[config.mk]
export PLATFORM = sky130hd
export DESIGN_NAME = cricket_scorer
export DESIGN_NICKNAME = d
export VERILOG_FILES = /design/src/rtl/cricket_pkg.sv /design/src/rtl/rise_detect.sv /design/src/rtl/cricket_scorer.sv
export SDC_FILE = /design/constraint.sdc
export NUM_CORES = 1
export LEC_CHECK = 0
export ABC_AREA = 1
export CAP_MARGIN = 25
export CORE_AREA = 2 2 64 66
export DETAILED_ROUTE_END_ITERATION = 16
export DIE_AREA = 0 0 66 68
export GPL_TIMING_DRIVEN = 0
export PLACE_DENSITY = 0.78
export SYNTH_ARGS = -nofsm -noshare
export SYNTH_HDL_FRONTEND = slang
export SYNTH_SLANG_ARGS = --single-unit
[constraint.sdc]
create_clock -name clk_fpga -period 7.27 [get_ports clk_fpga]
set_clock_uncertainty 0.05 [all_clocks]
set_input_delay 2.181 -clock clk_fpga [delete_from_list [all_inputs] [get_ports clk_fpga]]
set_output_delay 2.181 -clock clk_fpga [all_outputs]
set_load 0.005 [all_outputs]
[src/rtl/cricket_pkg.sv]
// Shared definitions for the cricket scorer: outcome codes, FSM states,
// innings limits and the run-value decode.
package cricket_pkg;

    localparam logic [3:0] DOT_MAX    = 4'd2;
    localparam logic [3:0] SINGLE_MAX = 4'd6;
    localparam logic [3:0] TWO_MAX    = 4'd9;
    localparam logic [3:0] THREE      = 4'd10;
    localparam logic [3:0] FOUR       = 4'd11;
    localparam logic [3:0] SIX        = 4'd12;
    localparam logic [3:0] WIDE       = 4'd13;
    localparam logic [3:0] NOBALL     = 4'd14;
    localparam logic [3:0] WICKET     = 4'd15;

    localparam int BALLS_PER_OVER = 6;
    localparam int MAX_WICKETS    = 10;

    typedef enum logic [1:0] {
        READY = 2'd0,
        SCORE = 2'd1,
        DONE  = 2'd2
    } state_t;

    function automatic logic [3:0] run_value(input logic [3:0] code);
        logic [3:0] value;
        value = 4'd0;
        if (code <= DOT_MAX) begin
            value = 4'd0;
        end else if (code <= SINGLE_MAX) begin
            value = 4'd1;
        end else if (code <= TWO_MAX) begin
            value = 4'd2;
        end else begin
            case (code)
                THREE:        value = 4'd3;
                FOUR:         value = 4'd4;
                SIX:          value = 4'd6;
                WIDE, NOBALL: value = 4'd1;
                default:      value = 4'd0;
            endcase
        end
        return value;
    endfunction

    // Extras (wide, no-ball) are the only deliveries that do not count
    // towards the over.
    function automatic logic is_legal(input logic [3:0] code);
        return (code <= SIX) || (code == WICKET);
    endfunction

endpackage

[src/rtl/rise_detect.sv]
// Single-bit rising-edge detector. Stays disarmed for the first clock after
// reset so a level already high at release is not mistaken for an edge.
module rise_detect (
    input  logic clk_fpga,
    input  logic reset,
    input  logic sig_i,
    output logic rise_o
);

    logic prev_q;
    logic armed_q;

    always_ff @(posedge clk_fpga or negedge reset) begin
        if (!reset) begin
            prev_q  <= 1'b0;
            armed_q <= 1'b0;
        end else begin
            prev_q  <= sig_i;
            armed_q <= 1'b1;
        end
    end

    assign rise_o = armed_q & sig_i & ~prev_q;

endmodule

[src/rtl/cricket_scorer.sv]
// Cricket innings scorer: latches a random outcome code on each bowl request
// and applies it to runs/wickets/balls/overs on the following clock.
module cricket_scorer
    import cricket_pkg::*;
#(
    parameter int MAX_OVERS = 5
) (
    input  logic       clk_fpga,
    input  logic       reset,
    input  logic       delivery,
    input  logic [3:0] outcome,
    input  logic       new_innings,
    output logic [8:0] runs,
    output logic [3:0] wickets,
    output logic [2:0] balls,
    output logic [3:0] overs,
    output logic [3:0] last_outcome,
    output logic       free_hit,
    output logic       ready,
    output logic       innings_done
);

    state_t     state_q, state_d;
    logic [8:0] runs_q, runs_d;
    logic [3:0] wickets_q, wickets_d;
    logic [2:0] balls_q, balls_d;
    logic [3:0] overs_q, overs_d;
    logic [3:0] last_q, last_d;
    logic       free_hit_q, free_hit_d;
    logic       delivery_rise;
    logic [9:0] runs_sum;

    rise_detect u_rise_detect (
        .clk_fpga (clk_fpga),
        .reset    (reset),
        .sig_i    (delivery),
        .rise_o   (delivery_rise)
    );

    assign runs_sum = {1'b0, runs_q} + {6'b0, run_value(last_q)};

    always_ff @(posedge clk_fpga or negedge reset) begin
        if (!reset) begin
            state_q    <= READY;
            runs_q     <= 9'd0;
            wickets_q  <= 4'd0;
            balls_q    <= 3'd0;
            overs_q    <= 4'd0;
            last_q     <= 4'd0;
            free_hit_q <= 1'b0;
        end else begin
            state_q    <= state_d;
            runs_q     <= runs_d;
            wickets_q  <= wickets_d;
            balls_q    <= balls_d;
            overs_q    <= overs_d;
            last_q     <= last_d;
            free_hit_q <= free_hit_d;
        end
    end

    always_comb begin
        state_d    = state_q;
        runs_d     = runs_q;
        wickets_d  = wickets_q;
        balls_d    = balls_q;
        overs_d    = overs_q;
        last_d     = last_q;
        free_hit_d = free_hit_q;

        if (new_innings) begin
            state_d    = READY;
            runs_d     = 9'd0;
            wickets_d  = 4'd0;
            balls_d    = 3'd0;
            overs_d    = 4'd0;
            last_d     = 4'd0;
            free_hit_d = 1'b0;
        end else begin
            case (state_q)
                READY: begin
                    if (delivery_rise) begin
                        last_d  = outcome;
                        state_d = SCORE;
                    end
                end
                SCORE: begin
                    runs_d = (runs_sum > 10'd511) ? 9'd511 : runs_sum[8:0];
                    // A wicket off a free hit is treated as a dot ball.
                    if (last_q == WICKET && !free_hit_q) begin
                        wickets_d = wickets_q + 4'd1;
                    end
                    if (is_legal(last_q)) begin
                        free_hit_d = 1'b0;
                        if (balls_q == 3'(BALLS_PER_OVER - 1)) begin
                            balls_d = 3'd0;
                            overs_d = overs_q + 4'd1;
                        end else begin
                            balls_d = balls_q + 3'd1;
                        end
                    end else if (last_q == NOBALL) begin
                        free_hit_d = 1'b1;
                    end
                    if (wickets_d == 4'(MAX_WICKETS) || overs_d == 4'(MAX_OVERS)) begin
                        state_d = DONE;
                    end else begin
                        state_d = READY;
                    end
                end
                DONE: begin
                    state_d = DONE;
                end
                default: begin
                    state_d = READY;
                end
            endcase
        end
    end

    assign runs         = runs_q;
    assign wickets      = wickets_q;
    assign balls        = balls_q;
    assign overs        = overs_q;
    assign last_outcome = last_q;
    assign free_hit     = free_hit_q;
    assign ready        = (state_q == READY);
    assign innings_done = (state_q == DONE);

endmodule

==> results.ini <==
[run_status]
status = finished clean

[floorplan]
die_x_um = 66
placeableCoreArea_sq_um = 3856
initial_core_util_pct = 44.13
rows = 23
io_pins = 35
die-area_sq_um = 4488
die_h_um = 68

[place]
dp.cells = 311
dpl-instance-area_sq_um = 2132
numPortBuffers = 34
gp_congestion = 0.8378
place.detailed.hpwl_um = 2767

[synth]
synth_ff_type = dfrtp_1
syn-num-nets = 240
synth_seq_cells = 29
synth_edf_count = 0
syn_area_sq_um = 1702
yosysWarnings = 0
ys_seq_area_share_pct = 42.65
ys_types = 30
synth-async-reset-ratio_pct = 100.0
synth_cells = 226
synth.area.top_cells = dfrtp_1 (43%), nand2_1 (16%), inv_1 (7.3%), o21ai_0 (5.3%), ha_1 (3.7%)
postSynthAreaPerCell_sq_um = 7.529
yosys.area.top_type_share_pct = 42.65
yosys.area.top_type = dfrtp_1

[setup_path]
worstPathRequired_ns = 5.04
cp.arrival_ns = 1.37
crit_type = reg -> out
start_kind = flip-flop
r2r_cells = 16
r2r-start = last_outcome[3]
critPathMaxFanout = 2
startpoint = state_q[0]
end_kind = output pin

[pwr]
power.density_nw_per_um2 = 160.7
switching_share_pct = 21.50
p_sw_w = 0.00007780
pwr-share-comb_pct = 6.0
p_leak_nw = 1.079
seqPwrFrac_pct = 45.6
p_clk_share_pct = 48.4
ir_drop_mv = 0.1252
intPower_w = 0.0002840

[clocking]
clkLatencyLatePin_ns = 0.28
h-tree-depth = 2
root_buffer = clkbuf_8
path_clk_slew_ns = 0.07
cts.repair.resized = 0
post_cts_buffers = 0
cts_tree = yes
clock_sinks = 29
clockBufferDepth = 2
cts_buffers = 5
hold_buffers = 0

[grt]
antenna_found_initial = 0
grt_pass1_wl_um = 6389
grt_max_degree = 22
grt_pass1_vias = 1455
grt_overflow_total = 0
grtUsageTotal_pct = 18.73

[cells_and_area]
fin_cells = 319
register_area_sq_um = 725.7
final_cell_area_sq_um = 2252
drive_gt1_share_pct = 8.922
final_nets = 282
antennaDiodeCount = 0
fin_util_pct = 58.40
multi_input_area_sq_um = 828.3
nFillCells = 361
syn_to_final_growth_pct = 32.35

[hold_path]
hp-class = reg -> reg
min_path_cells = 2
hp-start = runs[0]

[timing]
hold_viol_final = 0
relSlewSlack_pct = 65.44
tns_ns = 0
period_minus_slack_ns = 3.603
max_slew.worst_pin.slew_ns = 0.5184
max_freq_mhz = 277.5
finalCritPeriodShare_pct = 49.56
setup_viol = 0
drv_slew = 0
rsz0062_at_grt = no

[routing]
antenna_left = 0
vias = 1565
drt_wl_total_um = 3679
avgViaCountPerCell = 4.906
routedWlPerCell_um = 11.53
drt_iter0_drc = 78
drt_pass1_iterations = 4
drc_errors = 0

[run]
cap_viol_max_count = 0

## layout by cell type, fill, tap and decap left out
cell type / count
nand2_1: 73
clkdlybuf4s50_1: 34
inv_1: 33
dfrtp_1: 29
o21ai_0: 18
nor2_1: 13
nand3_1: 9
a21oi_1: 6
clkbuf_8: 6
o22ai_1: 5
ha_1: 5
nor2_2: 4
nand4_1: 4
nand2_2: 3
nand3_2: 3
a22o_1: 3
xor2_1: 2
xnor2_1: 2
a211oi_1: 1
inv_2: 1
buf_6: 1
a32oi_1: 1
buf_2: 1
nor2_4: 1
clkbuf_1: 1
nor3_1: 1
a31oi_1: 1
o31ai_1: 1
o211ai_1: 1
a21oi_2: 1
fa_1: 1
clkinvlp_4: 1
bufinv_16: 1
buf_16: 1
conb_1: 1
## kinds of logic (layout without fill, tap and decap cells)
family | after synthesis | in the layout | synth area share (%)
buf+inv | 37 | 80 | 8.676
simple gates | 111 | 111 | 28.38
xor+xnor | 4 | 4 | 2.059
other cells | 1 | 1 | 0.2204
fa+ha+maj | 6 | 6 | 4.853
compound gates | 38 | 38 | 13.16
flops | 29 | 29 | 42.65
## power by group through the flow
stage	logic [W]	registers [W]	clock network, W
3_5_place_dp	0.0000219	0.000168	0
5_1_grt	0.0000246	0.000165	0.000185
3_3_place_gp	0.0000199	0.000168	0
6_report	0.0000218	0.000165	0.000175
2_1_floorplan	0.00000772	0.000168	0
4_1_cts	0.0000221	0.000165	0.000178
## area by class of cell
class,count,share of cell area [%]
multi-input combinational,160,36.78
timing repair buffer,35,16.33
buffer,3,0.8889
sequential,29,32.22
inverter,34,5.667
clock inverter,2,1.667
tap,50,2.778
clock buffer,6,3.667
## stage by stage
stage | total power (W) | hold slack, ns | setup slack (ns)
floorplan | 0.0001755 | 0.4499 | 4.381
global placement | 0.0001878 | 0.4608 | 3.486
detailed placement | 0.0001898 | 0.4576 | 3.578
CTS | 0.0003646 | 0.4833 | 3.647
global route | 0.0003747 | 0.5234 | 3.583
finish | 0.0003618 | 0.4817 | 3.667
## critical path, cell delays in order (launching register included)
cell	delay, ns
dfrtp_1	0.38
inv_1	0.08
nand2_1	0.09
inv_1	0.06
clkdlybuf4s50_1	0.48
## cells in the mapped netlist, drive strengths merged, types with 2 or more instances
master and number:
xnor2 2, o21ai 18, a21oi 7, xor2 2
nor2 18, dfrtp 29, a22o 3, ha 5
inv 34, nand2 76, buf 2, nand4 4
nand3 12, o22ai 5
## metal layers
metal / routed length [um] / vias up / GRT usage [%]
li1: - / 808 / -
met1: 1771 / 723 / 25.16
met2: 1757 / 34 / 29.04
met3: 149 / 0 / 4.934
met4: 0 / 0 / 7.398
met5: 0 / - / 0
## flip-flops by register name (all words and copies together), names as in the netlist
register and cells:
u_rise_detect.prev_q 1, wickets 4, u_rise_detect.armed_q 1, last_outcome 4
free_hit 1, runs 9, overs 4, balls 3
state_q 2
## final timing paths
kind | endpoint | slack (ns)
min in group asynchronous | runs[7] | 2.18
max in group asynchronous | balls[0] | 4.51
worst min register to register | runs[0] | 0.48
worst max-delay path | innings_done | 3.67
worst max register to register | runs[8] | 4.53
worst min-delay path | runs[0] | 0.48
No activity file was read; power rests on OpenSTA's default activity.
==> RTL change 1: new RTL, config.mk and constraints unchanged <==
Change the package constant `TWO_MAX` from 4'd9 to 4'd4.
--- a/src/rtl/cricket_pkg.sv
+++ b/src/rtl/cricket_pkg.sv
@@ -4,7 +4,7 @@
 
     localparam logic [3:0] DOT_MAX    = 4'd2;
     localparam logic [3:0] SINGLE_MAX = 4'd6;
-    localparam logic [3:0] TWO_MAX    = 4'd9;
+    localparam logic [3:0] TWO_MAX    = 4'd4;
     localparam logic [3:0] THREE      = 4'd10;
     localparam logic [3:0] FOUR       = 4'd11;
     localparam logic [3:0] SIX        = 4'd12;
Function: changed (a bounded check fails within 4 cycles, from zero or initial values and one cycle with reset low).
==> RTL change 1 against the unedited design <==
  * Critical path depth is the same
  * Worst setup slack lost 0.046 ns
  * First-iteration DRC count shrank 45%
  * Area after synthesis is the same
  * Sequential cell count is the same
  * Sequential power is essentially flat
  * Final cell count shrank 1.6%
  * Global-route usage shrank 0.51 points
  * Wire length shrank 2.6%
  * Clock power shrank 16%
  * Power shrank 8.2%
  * Critical path type unchanged
  * Design area shrank 0.83%
==> RTL change 1: results (changes against the unedited design) <==
Status
  – Outcome: completed (unchanged)

Worst hold path
  – Hold Startpoint: runs[0] (unchanged)
  – Hold worst-path end: runs[0] (unchanged)
  – Worst hold path type: flop to flop (unchanged)

Global routing
  – Initial antenna violation count: 0 (unchanged)
  – Tot GR Track Use: 18.2% (was 18.7%)
  – Vias in the first global route: 1455 (unchanged)
  – First-pass GRT wire length: 6090 um (was 6390 um)
  – Largest net degree at the start of global routing: 18 (was 22)
  – Global route overflow: 0 (unchanged)

Power
  – VDD IR max: 0.000135 V (was 0.000125 V)
  – P_sw: 0.0748 mW (was 0.0778 mW)
  – Leak: 1.06 nW (was 1.08 nW)

Synthesis
  – Syn Inst Count: 221 (was 226)
  – Dominant synthesized flop cell: dfrtp_1 (unchanged)
  – Syn nets: 235 (was 240)
  – Commonest cells post-synth: nand2_1 (68), inv_1 (34), dfrtp_1 (29) (was nand2_1 (73), inv_1 (33), dfrtp_1 (29))
  – Post-synthesis sequential area ratio: 42.6% (unchanged)
  – Top cells by area, synth: dfrtp_1 (43%), nand2_1 (15%), inv_1 (7.5%) (was dfrtp_1 (43%), nand2_1 (16%), inv_1 (7.3%))
  – Asr flop ratio synth: 100% (unchanged)
  – Library cells used by synthesis: 31 (was 30)

Placed design
  – Final GP Congestion: 0.833 (was 0.838)
  – Cell count after placement: 306 (was 311)
  – Place WS: 3.40 ns (was 3.58 ns)
  – Dpl cell area: 2130 sq um (unchanged)
  – Post-DP HPWL: 2680 um (was 2770 um)
  – IO Port Bufs: 34 (unchanged)

Clocking
  – Clock Tree Root: clkbuf_8 (unchanged)
  – Setup Fix Bufs, Post-CTS: 0 (unchanged)
  – Reg clk slew, reported paths: 0.06 ns
  – H-tree depth: 2 (unchanged)
  – Skew-Pair Late Insertion Delay: 0.29 ns

Setup path
  – Reg2reg path depth: 16 (unchanged)
  – Setup slack, reg-to-reg: 4.63 ns (was 4.53 ns)
  – Crit path DAT: 1.42 ns (was 1.37 ns)
  – Slowest stage cell, crit path: clkdlybuf4s50_1 (unchanged)

Routing
  – Initial DRT Pass Iterations: 4 (unchanged)
  – Routed wire length per instance: 11.4 um (was 11.5 um)
  – Drt initial violations: 43 (was 78)
  – DR vias/cell: 4.91 (about the same)

Finish
  – Max FFs per register: 9 (unchanged)
  – Final std cells w/o fill: 314 (was 319)
  – Nets: 277 (was 282)
  – Share of layout cells above drive strength 1: 9.09% (was 8.92%)
  – Number of fill cells in the layout: 373 (was 361)
  – Diode count: 0 (unchanged)

Timing
  – Worst-Margin Slew: 0.706 ns (was 0.518 ns)
  – Hold WS: 0.470 ns (was 0.482 ns)
[RTL change 1: changes by cell type after synthesis, moves of 2 or more]
cell / delta
a21oi_1: -2
nand2_1: -5
nand3_1: -2
nand3_2: -2
nor2_1: +2
nor2_2: -2
o21ai_1: +2
o22ai_1: -2
o32ai_1: +2
xor2_1: +2
[RTL change 1: metal layers]
| layer | share of wire [%] | wire, um | GRT usage [%] | vias to the layer above |
|---|---|---|---|---|
| li1 | - | - | - | 791 |
| met5 | 0 | 0 | 0 | - |
| met1 | 45 | 1620 | 21.5 | 716 |
| met4 | 1.7 | 61 | 6.89 | 0 |
| met3 | 4.5 | 162 | 4.93 | 7 |
| met2 | 49 | 1740 | 31.9 | 29 |
[RTL change 1: kinds of logic (layout without fill, tap and decap cells)]
family	after synthesis	count (layout)	share of synthesized area [%]
xor+xnor	6	6	3.09
buf+inv	37	80	8.46
simple gates	106	106	27.9
compound gates	36	36	12.8
fa+ha+maj	6	6	4.85
flops	29	29	42.6
other cells	1	1	0.220
[RTL change 1: how the worst max path moves through the flow]
stage	from	endpoint	slack (ns)	cells after the start
after floorplan	new_innings	free_hit	4.30	4
after global placement	new_innings	free_hit	3.43	5
after detailed placement	new_innings	free_hit	3.40	5
after CTS	state_q[0]	innings_done	3.61	4
after global routing	state_q[0]	innings_done	3.57	4
final	state_q[0]	innings_done	3.62	4
[RTL change 1: worst reg2reg max path, delay by kind of cell (launching register included)]
kind	cells	cell delay (ns)
xor+xnor	1	0.15
compound gates	3	0.38
buf+inv	4	0.26
flops	1	0.41
fa+ha+maj	2	0.58
simple gates	6	0.68
[RTL change 1: power groups by stage]
stage	clock network [mW]	logic [mW]	registers [mW]
after floorplan	0	0.00688	0.167
after global placement	0	0.0187	0.168
after detailed placement	0	0.0209	0.168
after CTS	0.151	0.0209	0.165
after global routing	0.157	0.0229	0.165
final	0.147	0.0204	0.165
[RTL change 1: layout make-up]
type                       count  area [sq um]  share of cell area, %
buffer                         1          5.00                  0.224
clock inverter                 1          5.00                  0.224
multi-input combinational    155           832                   37.3
inverter                      36           139                   6.22
sequential                    29           726                   32.5
timing repair buffer          35           368                   16.5
clock buffer                   7          96.3                   4.31
tap                           50          62.6                   2.80
==> RTL change 2: new RTL, config.mk and constraints unchanged <==
Without the edit above. Reset style: synchronous (`reset`), changed in 2 clocked blocks.
--- a/src/rtl/rise_detect.sv
+++ b/src/rtl/rise_detect.sv
@@ -10,7 +10,7 @@
     logic prev_q;
     logic armed_q;
 
-    always_ff @(posedge clk_fpga or negedge reset) begin
+    always_ff @(posedge clk_fpga) begin
         if (!reset) begin
             prev_q  <= 1'b0;
             armed_q <= 1'b0;
--- a/src/rtl/cricket_scorer.sv
+++ b/src/rtl/cricket_scorer.sv
@@ -39,7 +39,7 @@
 
     assign runs_sum = {1'b0, runs_q} + {6'b0, run_value(last_q)};
 
-    always_ff @(posedge clk_fpga or negedge reset) begin
+    always_ff @(posedge clk_fpga) begin
         if (!reset) begin
             state_q    <= READY;
             runs_q     <= 9'd0;
Function: differs if reset is asserted again (counterexample within 4 cycles, from zero or initial values and one cycle with reset low); with reset held inactive, the same outputs for 10 cycles.
==> RTL change 2 against the unedited design <==
  * Worst setup slack better by 0.0054 ns
  * Area after synthesis down 4.2%
  * Sequential share of layout area decreased by 5.0 points
  * Combinational power fell by 9.6%
  * Sequential cell count stayed put
  * Wire length is 7.2% lower
  * Worst hold slack worse by 0.016 ns
  * Design area fell by 5.2%
  * Power decreased by 9.5%
==> RTL change 2: results (changes against the unedited design) <==
Synthesis
  – Syn Inst Count: 228 (was 226)
  – Top cells by area, synth: dfxtp_1 (36%), nand2_1 (11%), inv_1 (8.3%) (was dfrtp_1 (43%), nand2_1 (16%), inv_1 (7.3%))
  – Syn nets: 242 (was 240)
  – Commonest cells post-synth: nand2_1 (46), inv_1 (36), dfxtp_1 (29) (was nand2_1 (73), inv_1 (33), dfrtp_1 (29))
  – Dominant synthesized flop cell: dfxtp_1 (was dfrtp_1)
  – Yosys synthesis warning count: 0 (unchanged)
  – Library cells used by synthesis: 36 (was 30)
  – Asr flop ratio synth: 0% (was 100%)
  – Post-synthesis sequential area ratio: 35.6% (was 42.6%)

Finish
  – Nets: 283 (was 282)
  – Final Cell Area: 2130 sq um (was 2250 sq um)
  – Share of layout cells above drive strength 1: 11.9% (was 8.92%)
  – Final std cells w/o fill: 320 (was 319)
  – Number of fill cells in the layout: 389 (was 361)
  – Max FFs per register: 9 (unchanged)
  – Diode count: 0 (unchanged)

Routing
  – DR vias/cell: 4.84 (was 4.91)
  – Drt initial violations: 74 (was 78)
  – Total Wirelength: 3410 um (was 3680 um)
  – Initial DRT Pass Iterations: 4 (unchanged)

Worst hold path
  – Hold Startpoint: balls[0] (was runs[0])
  – Hold worst-path end: balls[0] (was runs[0])
  – Min-Delay Path Depth: 2 (unchanged)
  – Worst hold path type: flop to flop (unchanged)

Timing
  – Slew headroom: 67.6% (was 65.4%)

Clocking
  – Reg clk slew, reported paths: 0.06 ns
  – CTS max path bufs: 2 (unchanged)
  – Quantity of gates resized following cts: 0 (unchanged)
  – Skew-Pair Late Insertion Delay: 0.28 ns (about the same)
  – H-tree depth: 2 (unchanged)
  – Clock Tree Root: clkbuf_8 (unchanged)
  – Num CTS Buffers: 5 (unchanged)
  – Setup Fix Bufs, Post-CTS: 0 (unchanged)

Setup path
  – Worst r2r src: last_outcome[2] (was last_outcome[3])
  – Reg2reg path depth: 13 (was 16)
  – Worst Path Max Fanout: 2 (unchanged)
  – Largest delay contributor family on the critical path: buffers and inverters (unchanged)
  – Slowest stage cell, crit path: clkdlybuf4s50_1 (unchanged)
  – RR Endpoint: runs[4] (was runs[8])
  – Max incr delay on CP: 0.53 ns (was 0.48 ns)
  – Setup slack, reg-to-reg: 4.88 ns (was 4.53 ns)
  – Worst setup path start: state_q[1] (was state_q[0])
  – Crit path DAT: 1.37 ns (about the same)

Placed design
  – Cell count after placement: 312 (was 311)
  – Dpl cell area: 2030 sq um (was 2130 sq um)
  – IO Port Bufs: 34 (unchanged)
  – Final GP Congestion: 0.806 (was 0.838)
  – Post-DP HPWL: 2550 um (was 2770 um)

Power
  – Leak: 0.912 nW (was 1.08 nW)
  – VDD IR max: 0.000115 V (was 0.000125 V)
  – P_sw: 0.0716 mW (was 0.0778 mW)

Global routing
  – First-pass GRT wire length: 5840 um (was 6390 um)
  – Vias in the first global route: 1387 (was 1455)
  – Initial antenna violation count: 0 (unchanged)
  – Largest net degree at the start of global routing: 11 (was 22)
  – Tot GR Track Use: 17.1% (was 18.7%)

Status
  – Outcome: completed (unchanged)
-- RTL change 2: changes by cell type in the layout (fill, tap and decap cells not counted), moves of 3 or more --
cell / change
dfxtp_1: +29
or2_0: +3
o22ai_1: -5
nand2_2: +6
a31oi_1: +5
a22o_1: -3
inv_1: +3
nand3_2: -3
dfrtp_1: -29
a21oi_1: +8
o21ai_0: -5
nand3_1: +6
nand2_1: -27
-- RTL change 2: logic make-up after synthesis --
logic type,Yosys count,share of synthesized area [%]
adders and majority gates,6,5.07
xor gates and xnor gates,3,1.61
buffers and inverters,44,10.7
and+or+nand+nor,102,30.5
AOI/OAI and AO/OA,44,16.5
DFF,29,35.6
-- RTL change 2: power by group through the flow --
stage | clock (mW) | combinational (mW) | sequential (mW)
5_1_grt | 0.156 | 0.0224 | 0.163
3_5_place_dp | 0 | 0.0200 | 0.167
6_report | 0.145 | 0.0197 | 0.163
4_1_cts | 0.150 | 0.0200 | 0.163
2_1_floorplan | 0 | 0.0102 | 0.166
3_3_place_gp | 0 | 0.0197 | 0.166
-- RTL change 2: final cells by class --
cell class / count / area share, %
clock inverter: 1 / 0.234
multi-input combinational: 155 / 41.0
tap: 50 / 2.93
buffer: 4 / 1.06
timing repair buffer: 34 / 15.9
clock buffer: 7 / 4.51
sequential: 29 / 27.2
inverter: 40 / 7.09
-- RTL change 2: routing by layer --
metal  vias to the layer above  part of all wire [%]  global-route usage, %
li1                        825                     -                      -
met1                       689                    48                   20.3
met2                        30                    47                   29.8
met3                         5                   4.1                   3.78
met4                         0                   1.2                   7.40
met5                         -                     0                      0
-- RTL change 2: worst min-delay path, stage by stage, from the launching register on --
cell and delay (ns):
dfxtp_1 0.34, inv_1 0.08, a21oi_1 0.06
-- RTL change 2: worst max-delay path by stage --
stage                     slack (ns)         endpoint
after floorplan                 4.33  last_outcome[0]
after global placement          3.47  last_outcome[1]
after detailed placement        3.45  last_outcome[1]
after CTS                       3.67     innings_done
after global routing            3.59     innings_done
final                           3.67     innings_done
-- RTL change 2: per-stage QoR --
stage	worst slack [ns]	hold WS (ns)
after floorplan	4.33	0.441
after global placement	3.47	0.445
after detailed placement	3.45	0.453
after CTS	3.67	0.468
after global routing	3.59	0.494
final	3.67	0.465
